<file path="src/rtl/fir_mac_serial.sv">
// rtl/fir_mac_serial.sv - time-multiplexed FIR filter with one shared multiplier-accumulator; define FIR_SAT_EN to saturate results, leave it undefined to wrap
module fir_mac_serial #(
  parameter int DATA_W = 16,
  parameter int COEF_W = 16,
  parameter int TAPS   = 8,
  parameter int FRAC   = 15
) (
  input  logic                      clk,
  input  logic                      reset,
  input  logic                      in_valid,
  output logic                      in_ready,
  input  logic signed [DATA_W-1:0]  in_data,
  input  logic                      coef_we,
  input  logic [$clog2(TAPS)-1:0]   coef_addr,
  input  logic signed [COEF_W-1:0]  coef_data,
  output logic                      out_valid,
  output logic signed [DATA_W-1:0]  out_data,
  output logic                      sat_flag
);

  localparam int AW     = $clog2(TAPS);
  localparam int PROD_W = DATA_W + COEF_W;
  // Headroom of clog2(TAPS) bits keeps the full-precision sum from overflowing.
  localparam int ACC_W  = DATA_W + COEF_W + AW;

  localparam logic [AW-1:0]          K_LAST = AW'(TAPS - 1);
  localparam logic [AW:0]            TAPS_L = (AW + 1)'(TAPS);
  localparam logic signed [ACC_W:0]  RND    = (ACC_W + 1)'(1) << (FRAC - 1);

  typedef enum logic [1:0] {
    S_IDLE,
    S_MAC,
    S_OUT
  } state_t;

  state_t                   state;
  logic signed [DATA_W-1:0] dline [TAPS];
  logic signed [COEF_W-1:0] coef  [TAPS];
  logic [AW-1:0]            wp;
  logic [AW-1:0]            rd;
  logic [AW-1:0]            k;
  logic signed [ACC_W-1:0]  acc;

  logic signed [PROD_W-1:0] d_ext;
  logic signed [PROD_W-1:0] c_ext;
  logic signed [PROD_W-1:0] prod;
  logic signed [ACC_W-1:0]  acc_sum;
  logic signed [ACC_W:0]    rnd;
  logic signed [DATA_W-1:0] res;
  logic                     clip;
  logic [AW-1:0]            wp_next;
  logic [AW-1:0]            rd_prev;
  logic                     coef_hit;

  // Circular pointer arithmetic that also works when TAPS is not a power of two.
  assign wp_next  = (wp == K_LAST) ? '0 : wp + 1'b1;
  assign rd_prev  = (rd == '0) ? K_LAST : rd - 1'b1;
  assign coef_hit = coef_we && ({1'b0, coef_addr} < TAPS_L);

  // Shared MAC: rd walks backwards from the newest sample while k walks the coefficients.
  assign d_ext   = PROD_W'(dline[rd]);
  assign c_ext   = PROD_W'(coef[k]);
  assign prod    = d_ext * c_ext;
  assign acc_sum = acc + ACC_W'(prod);

  // Round half up one bit wider than the accumulator so the offset cannot overflow.
  assign rnd = (ACC_W + 1)'(acc_sum) + RND;

`ifdef FIR_SAT_EN
  localparam logic signed [ACC_W:0] MAX_V = (ACC_W + 1)'(2 ** (DATA_W - 1) - 1);
  localparam logic signed [ACC_W:0] MIN_V = ~MAX_V;

  logic signed [ACC_W:0] shifted;
  assign shifted = rnd >>> FRAC;

  // Clamp the scaled sum to the signed output range and flag the clip.
  always_comb begin
    res  = shifted[DATA_W-1:0];
    clip = 1'b0;
    if (shifted > MAX_V) begin
      res  = MAX_V[DATA_W-1:0];
      clip = 1'b1;
    end else if (shifted < MIN_V) begin
      res  = MIN_V[DATA_W-1:0];
      clip = 1'b1;
    end
  end
`else
  assign res  = DATA_W'(rnd >>> FRAC);
  assign clip = 1'b0;
`endif

  // Control FSM with registered handshake/result outputs, delay line and coefficient store.
  always_ff @(posedge clk or posedge reset) begin
    if (reset) begin
      state     <= S_IDLE;
      in_ready  <= 1'b1;
      out_valid <= 1'b0;
      out_data  <= '0;
      sat_flag  <= 1'b0;
      wp        <= '0;
      rd        <= '0;
      k         <= '0;
      acc       <= '0;
      for (int i = 0; i < TAPS; i++) begin
        dline[i] <= '0;
        coef[i]  <= '0;
      end
    end else begin
      out_valid <= 1'b0;
      case (state)
        S_IDLE: begin
          // A coefficient written in the accept cycle is already visible to the first MAC cycle.
          if (coef_hit) begin
            coef[coef_addr] <= coef_data;
          end
          if (in_valid) begin
            dline[wp] <= in_data;
            rd        <= wp;
            wp        <= wp_next;
            k         <= '0;
            acc       <= '0;
            in_ready  <= 1'b0;
            state     <= S_MAC;
          end
        end
        S_MAC: begin
          acc <= acc_sum;
          k   <= k + 1'b1;
          rd  <= rd_prev;
          // The last product is folded in combinationally so the result lands one cycle earlier.
          if (k == K_LAST) begin
            out_data  <= res;
            sat_flag  <= clip;
            out_valid <= 1'b1;
            state     <= S_OUT;
          end
        end
        S_OUT: begin
          in_ready <= 1'b1;
          state    <= S_IDLE;
        end
        default: begin
          in_ready <= 1'b1;
          state    <= S_IDLE;
        end
      endcase
    end
  end

endmodule

</file>
<file path="config.mk">
export PLATFORM = sky130hd
export DESIGN_NAME = fir_mac_serial
export DESIGN_NICKNAME = d
export VERILOG_FILES = /design/src/rtl/fir_mac_serial.sv
export SDC_FILE = /design/constraint.sdc
export NUM_CORES = 1
export LEC_CHECK = 0
export BUFFER_PORTS_ARGS = -buffer_cell sky130_fd_sc_hd__buf_2
export CAP_MARGIN = 20
export CORE_MARGIN = 4
export CORE_UTILIZATION = 40
export DETAILED_ROUTE_END_ITERATION = 12
export RECOVER_POWER = 100
export SETUP_SLACK_MARGIN = 0.5
export SLEW_MARGIN = 20
export SYNTH_ARGS = -nofsm -noshare
export SYNTH_HDL_FRONTEND = slang
export SYNTH_SLANG_ARGS = --single-unit
</file>
<file path="constraint.sdc">
create_clock -name clk -period 12.6 [get_ports clk]
set_input_delay 1.26 -clock clk [delete_from_list [all_inputs] [get_ports clk]]
set_output_delay 1.26 -clock clk [all_outputs]
set_load 0.005 [all_outputs]
</file>
Word-level counts from Yosys, hierarchy flattened
Index checks and enable logic that the tools add are counted.
- add/subtract/negate cells: 5
- multiply operators: 1
- magnitude comparators: 6
- equality and inequality tests: 5
- multiplexer cells: 27
- bitwise operators: 5
- reduce and logical (&&, ||, !) cells: 11
- operator list (operator ; number):
    128-bit bitwise mux ; 2
    16-bit binary-select mux with 3-bit select ; 2
    16-bit demux with 3-bit select ; 2
    16-bit two-way mux ; 6
    35-bit case mux with 2 select lines ; 1
    35-bit by 32-bit adder with 35-bit output ; 1
    35-bit two-way mux ; 1
    16-bit by 16-bit multiplier with 32-bit output ; 1
    31-bit by 16-bit adder with 31-bit output, second input constant ; 1
    4-bit greater-or-equal comparator, second input constant ; 4
    3-bit inverter with 4-bit output ; 4
    3-bit two-way mux ; 4
    3-bit case mux with 2 select lines ; 2
    2-bit AND reduction ; 6
    4-bit by 1-bit < comparator with 1-bit output, second input constant ; 2
    3-bit by 1-bit adder with 3-bit output, second input constant ; 2
    3-bit == test, second input constant ; 2
    2-bit two-way mux ; 2
    2-bit inequality test, second input constant ; 2
    2-bit case mux with 2 select lines ; 1
    3-bit zero test ; 1
    1-bit two-way mux ; 3
    3-bit by 1-bit subtractor with 3-bit output, second input constant ; 1
    2-bit by 1-bit == test with 1-bit output, second input constant ; 1
    5 further kinds ; 6
- bits in registers: 320
- input port bits: 39
- output and inout port bits: 19

Longest topological paths before layout
Gate-level depths: netlist of run 1.
- word-level depth: 7
- depth in mapped cells: 31
- depth with buffers taken out: 27

Least setup slack after synthesis of run 1
No wires, ideal clock.
- path type: reg2reg
- start point: register k[0]
- end point: register out_data[14]
- library setup time: 0.069 ns
- arrival time: 8.075 ns
- setup slack: 4.456 ns
- cell stages (with the launch flop): 27
- clock period less this slack: 8.144 ns
- cell sequence: dfrtp_1 buf_2 buf_2 buf_1 mux4_2 mux2_2 clkbuf_1 nand2_1 fa_1 inv_1 fa_1 fa_1 fa_1 fa_1 inv_1 fa_1 inv_1 ha_1 a21oi_1 nor2b_1 a211oi_1 or3b_4 o21a_1 nor4_1 nand4_1 or4_1 nand3_1
- word-level cells in the longest chain between the ends: 7
- elaborated cells between the ends (all ways): 9
- ends and longest elaborated chain (item ; line ; text):
    start: declaration ; 41 ; logic [AW-1:0] k;
    start signal: assignment ; 129 ; k <= k + 1'b1;
    3-bit inverter with 4-bit output (not written as such) ; 62 ; assign c_ext = PROD_W'(coef[k]);
    16-bit binary-select mux with 3-bit select ; 62 ;
    16-bit two-way mux (not written as such) (2 in series) ; 62 ;
    16-bit by 16-bit multiplier with 32-bit output ; 63 ; assign prod = d_ext * c_ext;
    35-bit by 32-bit adder with 35-bit output ; 64 ; assign acc_sum = acc + ACC_W'(prod);
    31-bit by 16-bit adder with 31-bit output ; 67 ; assign rnd = (ACC_W + 1)'(acc_sum) + RND;
    end signal: assignment ; 133 ; out_data <= res;
    end: declaration ; 17 ; output logic signed [DATA_W-1:0] out_data,
Parallel ways exist; a longest one is shown, timed or not. The select of a mux whose other input is x is not followed.
A chain may end at the register's enable or synchronous reset.

Worst setup path in the final report of run 1
- start point: register k[0]
- end point: register out_data[8]
The elaborated chain is that of the path after synthesis.

==> metrics.log, run 1 <==
[metrics] status: finished with violations
[metrics] violations in the final reports: max-capacitance violations, max-slew violations
[metrics] via count of the first global-routing pass: 17.5k
[metrics] layout overhead on the synthesized area: 9.39%
[metrics] Top Layer Used: met5
[metrics] number of iterations in the first detailed-routing pass: 5
[metrics] # Max-Cap Violations: 7
[metrics] yosys synthesis warning count: 0
[metrics] Cell Area, Synth: 0.0248 sq mm
[metrics] setup repair after global routing missed its margin: no
[metrics] EDFF count, synth: 0
[metrics] largest cells by area after synthesis: dfrtp_1 32%, fa_1 23%, mux2_2 13%, mux4_2 5.8%, ha_1 5.1%
[metrics] final critical path time including I/O delays and setup: 10.12 ns
[metrics] number of placement rows: 90
[metrics] number of cells upsized or downsized after cts: 0
[metrics] transition time of the tightest slew-check pin: 4.75 ns
[metrics] arrival time worst endpoint: 10.50 ns
[metrics] length of routed wiring on met1: 27500 um
[metrics] die height: 257 um
[metrics] maximum root-to-sink buffer count: 3
[metrics] sequential element share of the synthesized area: 0.319
[metrics] detailed route wirelength on metal2: 29200 um
[metrics] overall routing resource usage: 0.189
[metrics] Clock Latency Late Sink: 0.55 ns
[metrics] total of flip-flops plus latches after synthesis: 316
[metrics] count of nets left with antenna violations after detail routing: 0
[metrics] most common library cells after synthesis: 335 x inv_1, 315 x dfrtp_1, 285 x fa_1
[metrics] cts-stage hold buffer count: 0
[metrics] fraction of registers with async set or reset after synthesis: 1.00
[metrics] Main synth FF type: dfrtp_1
[metrics] number of clock sinks: 316
[metrics] final layout net count: 2622
[metrics] CP Data Required Time: 12.98 ns
[metrics] drc violations: 0
[metrics] WL per Instance: 20.4 um
[metrics] mean number of vias per cell: 5.32
[metrics] number of antenna violations at the first check in global routing: 4
[metrics] effective utilization at floorplan: 0.408
[metrics] root buf cell: clkbuf_16
[metrics] count of pins on the block boundary: 58
[metrics] GRT overflow: 0
[metrics] clock slew seen by the registers of the worst setup and hold paths: 0.06 ns
[metrics] Final Routed Wirelength: 61100 um
[metrics] mean cell area of the mapped netlist: 11.5 sq um
[metrics] largest fanout of any net on the critical path: 21
[metrics] area enclosed by the die boundary: 0.0660 sq mm
[metrics] number of buffer cells added on primary ports: 56
[metrics] library cells used by synthesis: 71
[metrics] htree depth: 2
[metrics] setup fix buffers added after clock tree synthesis: 0
[metrics] final-report max-slew violation count: 378
[metrics] Setup crit end kind: flop
[metrics] Worst Reg2Reg Path Length in Cells: 25
[metrics] start-to-end type of the worst setup path: flop to flop
[metrics] Final Skew: 0.0142 ns
[metrics] fraction of final layout cells with drive strength greater than 1: 0.212
[metrics] Slew headroom: -2.19
[metrics] amount of wire on met3 after detailed routing: 3380 um
[metrics] number of clock buffers inserted by TritonCTS: 37
[metrics] post-synth net total: 2580
[metrics] area of the core region: 0.0608 sq mm
[metrics] maximum number of pins on one net before global-route repair: 104
[metrics] CTS tree: built
[metrics] post-detailed-placement half-perimeter wirelength: 44900 um
[metrics] crit share post-route: 0.803
[metrics] number of cells on the worst hold path: 2
[metrics] CP Launch Type: flop
[metrics] endpoints failing hold: 0
[metrics] Fillers: 5598
[metrics] width of the chip: 257 um
[metrics] count leader, synth: inv_1
[metrics] RD Place Congestion: 0.888
[metrics] first-pass GRT wire length: 99300 um
[metrics] fmax: 0.0988 GHz
[metrics] Yosys top cell by area: dfrtp_1
[metrics] drt initial violations: 1095
[metrics] vias: 16.0k
[metrics] setup_tns: 0 ns
[metrics] Yosys top cell area share: 0.318
[metrics] Gate Count Post-Synth: 2154
[metrics] worst min-delay path category: flop to flop
[metrics] setup-violating endpoint count in the final report: 0
-- per-layer routing --
| layer | vias to the layer above | GRT usage |
|---|---|---|
| met5 | - | 0 |
| met4 | 2 | 0.0399 |
| met3 | 73 | 0.0386 |
| met2 | 402 | 0.314 |
| met1 | 8322 | 0.261 |
| li1 | 7153 | - |
-- cell type report --
type	count	area, sq um	share of cell area
multi-input combinational	1423	15300	0.565
clock buffer	50	1020	0.0375
clock inverter	11	211	0.00780
sequential	316	7910	0.292
timing repair buffer	82	412	0.0152
antenna	1	2.50	0.0000923
tap	782	978	0.0361
inverter	336	1260	0.0466
-- layout by cell type, fill, tap and decap left out, types with 7 or more instances in the layout --
master and instances:
inv_1 334, dfrtp_1 314, fa_1 285, mux2_2 279, nand2_1 191, nor2_1 147, ha_1 102, mux4_2 64
o21ai_0 53, nand3_1 44, clkbuf_1 39, clkbuf_16 38, buf_2 37, a21oi_1 27, xnor2_1 22, nand2b_1 18
mux2i_1 17, buf_4 15, xor2_1 13, nor2b_1 12, nor3_1 10, or2_2 10, o211ai_1 9, and2_1 9
a211oi_1 8, and3_1 8, mux2i_2 8, a21o_1 7, or3_1 7
-- metrics by stage --
step | area, sq um | cells | util | worst slack [ns] | hold slack [ns]
2_1_floorplan | 24800 | 2154 | - | 2.60 | 0.456
3_3_place_gp | 25900 | 2937 | 0.427 | 3.69 | 0.463
3_5_place_dp | 26000 | 2938 | 0.427 | 3.71 | 0.462
4_1_cts | 27200 | 2999 | 0.447 | 3.66 | 0.476
5_1_grt | 27100 | 3000 | 0.446 | 1.74 | 0.501
6_report | 27100 | 3001 | 0.446 | 2.48 | 0.474
-- worst paths after layout --
kind,start,to,slack [ns]
setup / recovery,k[0],out_data[8],2.48
hold / removal,out_data[2],out_data[2],0.47
setup reg to reg,k[0],out_data[8],2.48
hold reg to reg,out_data[2],out_data[2],0.47
max in group asynchronous,reset,dline[6],4.08
min in group asynchronous,reset,acc[2],2.15
-- sequential cells by signal, summed over array words and instances, names as in the netlist --
signal / flops
in_ready: 1
out_valid: 1
k: 3
acc: 31
coef: 128
state: 2
out_data: 16
rd: 3
dline: 128
wp: 3
-- worst max-delay path, stage by stage, from the launching register on --
cell      delay [ns]
dfrtp_1         0.87
clkbuf_1        1.41
mux4_2          0.67
mux2i_1         0.19
buf_4           0.29
nor2_1          0.10
fa_1            0.56
inv_1           0.05
fa_1            0.45
fa_1            0.49
fa_1            0.54
inv_1           0.05
fa_1            0.47
inv_1           0.05
fa_1            0.47
inv_1           0.04
ha_1            0.40
nand2_1         0.17
o41a_1          0.47
a21oi_1         0.23
nor2_1          0.11
xnor2_1         0.53
nand4_1         0.38
or4_1           0.62
xnor2_1         0.18
o21ai_0         0.09
-- cell families (layout without fill, tap and decap cells) --
family                   count (synthesis)  count (layout)  synth area share
adder cells (fa/ha/maj)                387             387             0.282
buffers and inverters                  415             479            0.0634
other                                    1               2          0.000151
AO/OA/AOI/OAI                          146             146            0.0378
AND/OR/NAND/NOR                        482             482            0.0861
XOR/XNOR                                39              39            0.0164
flip-flops                             316             316             0.319
multiplexers                           368             368             0.195
Power of run 1 is left out: the tool's default activity adds up to more than one toggle a clock period on the data nets, which glitch-free logic cannot reach.
==> run 2: changes to the inputs <==
Clock period 12.6 ns to 8.3 ns, I/O delays scaled along.
==> metrics.log, run 2 (synthesis gave the netlist of run 1 again) <==
[metrics] mean number of vias per cell: 5.33 (was 5.32)
[metrics] drt initial violations: 969 (was 1095)
[metrics] via count of the first global-routing pass: 18.2k (was 17.5k)
[metrics] crit share post-route: 0.942 (was 0.803)
[metrics] # Max-Cap Violations: 3 (was 7)
[metrics] clock slew seen by the registers of the worst setup and hold paths: 0.06 ns (about the same)
[metrics] number of antenna violations at the first check in global routing: 6 (was 4)
[metrics] length of routed wiring on met1: 27600 um (was 27500 um)
[metrics] detailed route wirelength on metal2: 28900 um (was 29200 um)
[metrics] layout overhead on the synthesized area: 14.5% (was 9.39%)
[metrics] Final Routed Wirelength: 62100 um (was 61100 um)
[metrics] setup_tns: 0 ns (unchanged)
[metrics] post-detailed-placement half-perimeter wirelength: 45500 um (was 44900 um)
[metrics] area of the core region: 0.0608 sq mm (unchanged)
[metrics] die height: 257 um (unchanged)
[metrics] worst min-delay path category: flop to flop (unchanged)
[metrics] htree depth: 2 (unchanged)
[metrics] GRT overflow: 0 (unchanged)
[metrics] fraction of final layout cells with drive strength greater than 1: 0.266 (was 0.212)
[metrics] maximum root-to-sink buffer count: 3 (unchanged)
[metrics] effective utilization at floorplan: 0.408 (unchanged)
[metrics] maximum number of pins on one net before global-route repair: 162 (was 104)
[metrics] Fillers: 5526 (was 5598)
[metrics] amount of wire on met3 after detailed routing: 3770 um (was 3380 um)
[metrics] CTS tree: built (unchanged)
[metrics] fmax: 0.128 GHz (was 0.0988 GHz)
[metrics] setup-violating endpoint count in the final report: 0 (unchanged)
[metrics] transition time of the tightest slew-check pin: 3.93 ns (was 4.75 ns)
[metrics] RD Place Congestion: 0.868 (was 0.888)
[metrics] number of clock sinks: 316 (unchanged)
[metrics] setup repair after global routing missed its margin: yes (was no)
[metrics] commonest non-fill, non-tap cell in the layout: inv_1 (unchanged)
[metrics] number of placement rows: 90 (unchanged)
[metrics] Setup crit end kind: flop (unchanged)
[metrics] CP Data Required Time: 8.77 ns (was 12.98 ns)
[metrics] violations in the final reports: max-capacitance violations, max-slew violations (unchanged)
[metrics] vias: 16.5k (was 16.0k)
[metrics] final layout net count: 2701 (was 2622)
[metrics] status: finished with violations (unchanged)
[metrics] Final Skew: 0.0261 ns (was 0.0142 ns)
[metrics] Top Layer Used: met5 (unchanged)
[metrics] commonest non-fill, non-tap cells in the layout: 326 x inv_1, 313 x dfrtp_1, 281 x fa_1 (was 334 x inv_1, 314 x dfrtp_1, 285 x fa_1)
[metrics] endpoints failing hold: 0 (unchanged)
[metrics] number of clock buffers inserted by TritonCTS: 37 (unchanged)
[metrics] area enclosed by the die boundary: 0.0660 sq mm (unchanged)
[metrics] arrival time worst endpoint: 8.30 ns (was 10.50 ns)
[metrics] drc violations: 0 (unchanged)
[metrics] first-pass GRT wire length: 102000 um (was 99300 um)
[metrics] final critical path time including I/O delays and setup: 7.82 ns (was 10.12 ns)
[metrics] count of nets left with antenna violations after detail routing: 0 (unchanged)
[metrics] final-report max-slew violation count: 189 (was 378)
[metrics] count of pins on the block boundary: 58 (unchanged)
[metrics] start-to-end type of the worst setup path: flop to flop (unchanged)
[metrics] CP Launch Type: flop (unchanged)
[metrics] root buf cell: clkbuf_16 (unchanged)
[metrics] Clock Latency Late Sink: 0.56 ns (was 0.55 ns)
[metrics] WL per Instance: 20.1 um (was 20.4 um)
[metrics] number of iterations in the first detailed-routing pass: 7 (was 5)
[metrics] largest registers in the final layout: coef x128, dline x128, acc x31 (unchanged)
[metrics] width of the chip: 257 um (unchanged)
[metrics] number of buffer cells added on primary ports: 56 (unchanged)
[metrics] Slew headroom: -1.62 (was -2.19)
[metrics] largest fanout of any net on the critical path: 13 (was 21)
[metrics] overall routing resource usage: 0.193 (was 0.189)
run 2: final cells by class:
type / instances / area (sq um) / share of cell area
sequential: 316 / 7910 / 0.279
clock inverter: 14 / 161 / 0.00569
inverter: 336 / 1260 / 0.0446
tap: 782 / 978 / 0.0345
timing repair buffer: 161 / 1240 / 0.0437
clock buffer: 52 / 1070 / 0.0378
antenna: 2 / 5.00 / 0.000176
multi-input combinational: 1423 / 15800 / 0.555
run 2: stage by stage:
stage | std cells | setup slack (ns) | hold WS (ns) | utilization | cell area (sq um)
2_1_floorplan | 2154 | 0.511 | 0.456 | - | 24800
3_3_place_gp | 2966 | 0.262 | 0.466 | 0.431 | 26200
3_5_place_dp | 2967 | 0.233 | 0.467 | 0.432 | 26200
4_1_cts | 3052 | 0.501 | 0.481 | 0.458 | 27900
5_1_grt | 3085 | 0.188 | 0.495 | 0.467 | 28400
6_report | 3086 | 0.477 | 0.474 | 0.467 | 28400
run 2: repair_timing:
| action | 4_1_cts | 5_1_grt |
|---|---|---|
| hold buffers | 0 | 0 |
| setup buffers | 17 | 31 |
| pin swaps | 2 | 24 |
| endpoints found under the setup margin | 8 | 11 |
| gates resized for setup | 30 | 84 |
| cloned | 2 | 1 |
run 2: metal layers:
layer	vias to the layer above	track usage
met5	-	0
met4	2	0.0614
met3	118	0.0444
met2	453	0.309
met1	8556	0.264
li1	7321	-
run 2: critical path: stages, from the launching register on:
cell and delay [ns]:
dfrtp_2 0.49, buf_12 0.14, clkbuf_16 0.15, mux4_2 0.50
mux2i_1 0.43, buf_4 0.32, nor2_1 0.09, fa_1 0.40
fa_1 0.39, inv_1 0.09, fa_1 0.40, inv_1 0.09
fa_1 0.41, fa_1 0.49, inv_1 0.05, fa_1 0.47
inv_1 0.07, ha_4 0.31, nand3_2 0.10, o41a_1 0.40
a21oi_1 0.21, o21ai_1 0.11, nor3b_2 0.19, or4_4 0.45
or3_1 0.38, or4_1 0.51, nand3_1 0.10
run 2: worst paths after layout:
path	cells after the start	slack, ns	end	startpoint
max	26	0.48	out_data[14]	rd[0]
min	2	0.47	out_data[3]	out_data[3]
max reg2reg	26	0.48	out_data[14]	rd[0]
min reg2reg	2	0.47	out_data[3]	out_data[3]
max in group asynchronous	4	2.90	dline[108]	reset
min in group asynchronous	3	1.82	coef[78]	reset
Power of run 2 is left out for the same reason.
==> run 3: changes to the inputs <==
Settings changed: ABC_AREA from default to 1.
==> metrics.log, run 3 <==
[metrics] Fillers: 6483 (was 5526)
[metrics] Worst path max stage delay: 0.60 ns (was 0.51 ns)
[metrics] worst min-delay path category: flop to flop (unchanged)
[metrics] area enclosed by the die boundary: 0.0678 sq mm (was 0.0660 sq mm)
[metrics] count of nets left with antenna violations after detail routing: 0 (unchanged)
[metrics] most common library cells after synthesis: 711 x nand2_1, 562 x inv_1, 408 x o21ai_0 (was 335 x inv_1, 315 x dfrtp_1, 285 x fa_1)
[metrics] number of antenna violations at the first check in global routing: 1 (was 6)
[metrics] Yosys top cell area share: 0.309 (was 0.318)
[metrics] WL per Instance: 16.9 um (was 20.1 um)
[metrics] largest fanout of any net on the critical path: 12 (was 13)
[metrics] transition time of the tightest slew-check pin: 3.91 ns (was 3.93 ns)
[metrics] Final Routed Wirelength: 69100 um (was 62100 um)
[metrics] Cell Area, Synth: 0.0255 sq mm (was 0.0248 sq mm)
[metrics] arrival time worst endpoint: 8.14 ns (was 8.30 ns)
[metrics] width of the chip: 260 um (was 257 um)
[metrics] Gate Count Post-Synth: 3156 (was 2154)
[metrics] effective utilization at floorplan: 0.404 (was 0.408)
[metrics] post-placement setup slack: 0.567 ns (was 0.233 ns)
[metrics] sequential element share of the synthesized area: 0.310 (was 0.319)
[metrics] number of cells on the worst hold path: 2 (unchanged)
[metrics] mean number of vias per cell: 5.00 (was 5.33)
[metrics] CTS tree: built (unchanged)
[metrics] via count of the first global-routing pass: 20.7k (was 18.2k)
[metrics] number of iterations in the first detailed-routing pass: 5 (was 7)
[metrics] diode insertion count for antenna repair: 0 (was 2)
[metrics] commonest non-fill, non-tap cell in the layout: nand2_1 (was inv_1)
[metrics] commonest non-fill, non-tap cells in the layout: 714 x nand2_1, 559 x inv_1, 406 x o21ai_0 (was 326 x inv_1, 313 x dfrtp_1, 281 x fa_1)
[metrics] Slew headroom: -1.61 (was -1.62)
[metrics] cell repeated most along the worst path: nand2_1 (was fa_1)
[metrics] end of the worst hold path: out_data[12] (was out_data[3])
[metrics] yosys synthesis warning count: 0 (unchanged)
[metrics] setup repair after global routing missed its margin: no (was yes)
[metrics] GRT overflow: 0 (unchanged)
[metrics] minimum setup slack among reg-to-reg paths: 0.60 ns (was 0.48 ns)
[metrics] drc violations: 0 (unchanged)
[metrics] final-report max-slew violation count: 587 (was 189)
[metrics] layout overhead on the synthesized area: 10.8% (was 14.5%)
[metrics] largest registers in the final layout: coef x128, dline x128, acc x31 (unchanged)
[metrics] overall routing resource usage: 0.209 (was 0.193)
[metrics] # Max-Cap Violations: 12 (was 3)
[metrics] die height: 260 um (was 257 um)
[metrics] EDFF count, synth: 0 (unchanged)
[metrics] RD Place Congestion: 0.938 (was 0.868)
[metrics] origin of the worst min-delay path: out_data[12] (was out_data[3])
[metrics] Final Skew: 0.0228 ns (was 0.0261 ns)
[metrics] number of buffer cells added on primary ports: 56 (unchanged)
[metrics] count of pins on the block boundary: 58 (unchanged)
[metrics] setup-violating endpoint count in the final report: 0 (unchanged)
[metrics] endpoints failing hold: 0 (unchanged)
[metrics] Yosys top cell by area: dfrtp_1 (unchanged)
[metrics] Clock Latency Late Sink: 0.57 ns (was 0.56 ns)
[metrics] maximum root-to-sink buffer count: 3 (unchanged)
[metrics] post-detailed-placement half-perimeter wirelength: 51000 um (was 45500 um)
[metrics] violations in the final reports: max-capacitance violations, max-slew violations (unchanged)
[metrics] library cells used by synthesis: 46 (was 71)
[metrics] post-synth net total: 3582 (was 2580)
[metrics] root buf cell: clkbuf_16 (unchanged)
[metrics] first-pass GRT wire length: 112000 um (was 102000 um)
[metrics] mean cell area of the mapped netlist: 8.08 sq um (was 11.5 sq um)
[metrics] Setup crit end kind: flop (unchanged)
[metrics] cts-stage hold buffer count: 0 (unchanged)
[metrics] Worst Reg2Reg Path Length in Cells: 35 (was 26)
[metrics] slowest stage cell, crit path: clkinvlp_2 (was or4_1)
[metrics] number of clock sinks: 316 (unchanged)
[metrics] fmax: 0.130 GHz (was 0.128 GHz)
[metrics] capturing point of the worst reg2reg path: out_data[15] (was out_data[14])
[metrics] setup_tns: 0 ns (unchanged)
[metrics] status: finished with violations (unchanged)
[metrics] reg2reg start: rd[1] (was rd[0])
[metrics] area of the core region: 0.0631 sq mm (was 0.0608 sq mm)
[metrics] maximum number of pins on one net before global-route repair: 155 (was 162)
[metrics] final layout net count: 3638 (was 2701)
[metrics] fraction of registers with async set or reset after synthesis: 1.00 (unchanged)
[metrics] hold slack final: 0.476 ns (was 0.474 ns)
[metrics] vias: 20.4k (was 16.5k)
[metrics] Main synth FF type: dfrtp_1 (unchanged)
[metrics] clock slew seen by the registers of the worst setup and hold paths: 0.06 ns (about the same)
[metrics] CP Launch Type: flop (unchanged)
[metrics] number of placement rows: 92 (was 90)
[metrics] total of flip-flops plus latches after synthesis: 316 (unchanged)
[metrics] htree depth: 2 (unchanged)
[metrics] largest cells by area after synthesis: dfrtp_1 31%, fa_1 22%, nand2_1 10%, inv_1 8.3%, o21ai_0 8.0% (was dfrtp_1 32%, fa_1 23%, mux2_2 13%, mux4_2 5.8%, ha_1 5.1%)
[metrics] drt initial violations: 1466 (was 969)
[metrics] start-to-end type of the worst setup path: flop to flop (unchanged)
[metrics] count leader, synth: nand2_1 (was inv_1)
[metrics] CP Data Required Time: 8.74 ns (was 8.77 ns)
[metrics] number of clock buffers inserted by TritonCTS: 38 (was 37)
[metrics] final critical path time including I/O delays and setup: 7.70 ns (was 7.82 ns)
[metrics] crit share post-route: 0.927 (was 0.942)
[metrics] worst setup margin: 0.603 ns (was 0.477 ns)
[metrics] fraction of final layout cells with drive strength greater than 1: 0.0754 (was 0.266)
run 3: changes by cell type after synthesis, sizes merged, moves of 49 or more:
cell / change
o21ai: +385
a21oi: +49
inv: +244
mux4: -64
nor2: +171
nand2: +539
mux2: -279
run 3: stage by stage:
stage | utilization | cells | area (sq um)
after detailed placement | 0.426 | 4002 | 26900
after floorplan | - | 3156 | 25500
after global routing | 0.448 | 4082 | 28200
after global placement | 0.426 | 4002 | 26900
after CTS | 0.446 | 4066 | 28100
final | 0.448 | 4082 | 28200
run 3: worst max path at each step:
| stage | start | end | slack, ns | cells after the start |
|---|---|---|---|---|
| finish | rd[1] | out_data[15] | 0.60 | 35 |
| global route | rd[1] | out_data[13] | 0.26 | 33 |
| CTS | rd[0] | out_data[15] | 0.53 | 33 |
| detailed placement | rd[0] | out_data[15] | 0.57 | 33 |
| global placement | rd[0] | out_data[15] | 0.60 | 35 |
| floorplan | k[0] | out_data[10] | 1.48 | 32 |
run 3: routing by layer:
metal  up-vias  wire (um)  track usage
met3       126       3990       0.0334
met1      9981      30400        0.285
met5         -         13            0
li1       9805          -            -
met2       511      32600        0.342
met4         2       2100       0.0668
run 3: cell families (layout without fill, tap and decap cells):
kind of cell	Yosys count	count (layout)	synth area share
and+or+nand+nor	1153	1153	0.183
buffers and inverters	711	791	0.107
AOI/OAI and AO/OA	566	566	0.118
adders and majority gates	387	387	0.274
DFF	316	316	0.310
xor gates and xnor gates	22	22	0.00785
other	1	1	0.000147
run 3: cell type report:
type,count,area [sq um],share of cell area
clock inverter,14,213,0.00753
multi-input combinational,2129,14900,0.526
timing repair buffer,139,883,0.0313
tap,846,1060,0.0375
clock buffer,50,1070,0.0377
sequential,316,7910,0.280
inverter,587,2240,0.0793
timing repair inverter,1,7.51,0.000266
run 3: worst max-delay path: cells and delay by family (launching register included):
family | cells | cell delay [ns]
DFF | 1 | 0.37
buffers and inverters | 7 | 1.45
and+or+nand+nor | 18 | 2.07
adders and majority gates | 7 | 3.37
AOI/OAI and AO/OA | 3 | 0.32
run 3: what timing repair did:
item	4_1_cts	5_1_grt
setup endpoints to repair	0	18
gates resized for setup	0	38
buffers inserted	0	14
Power of run 3 is left out for the same reason.
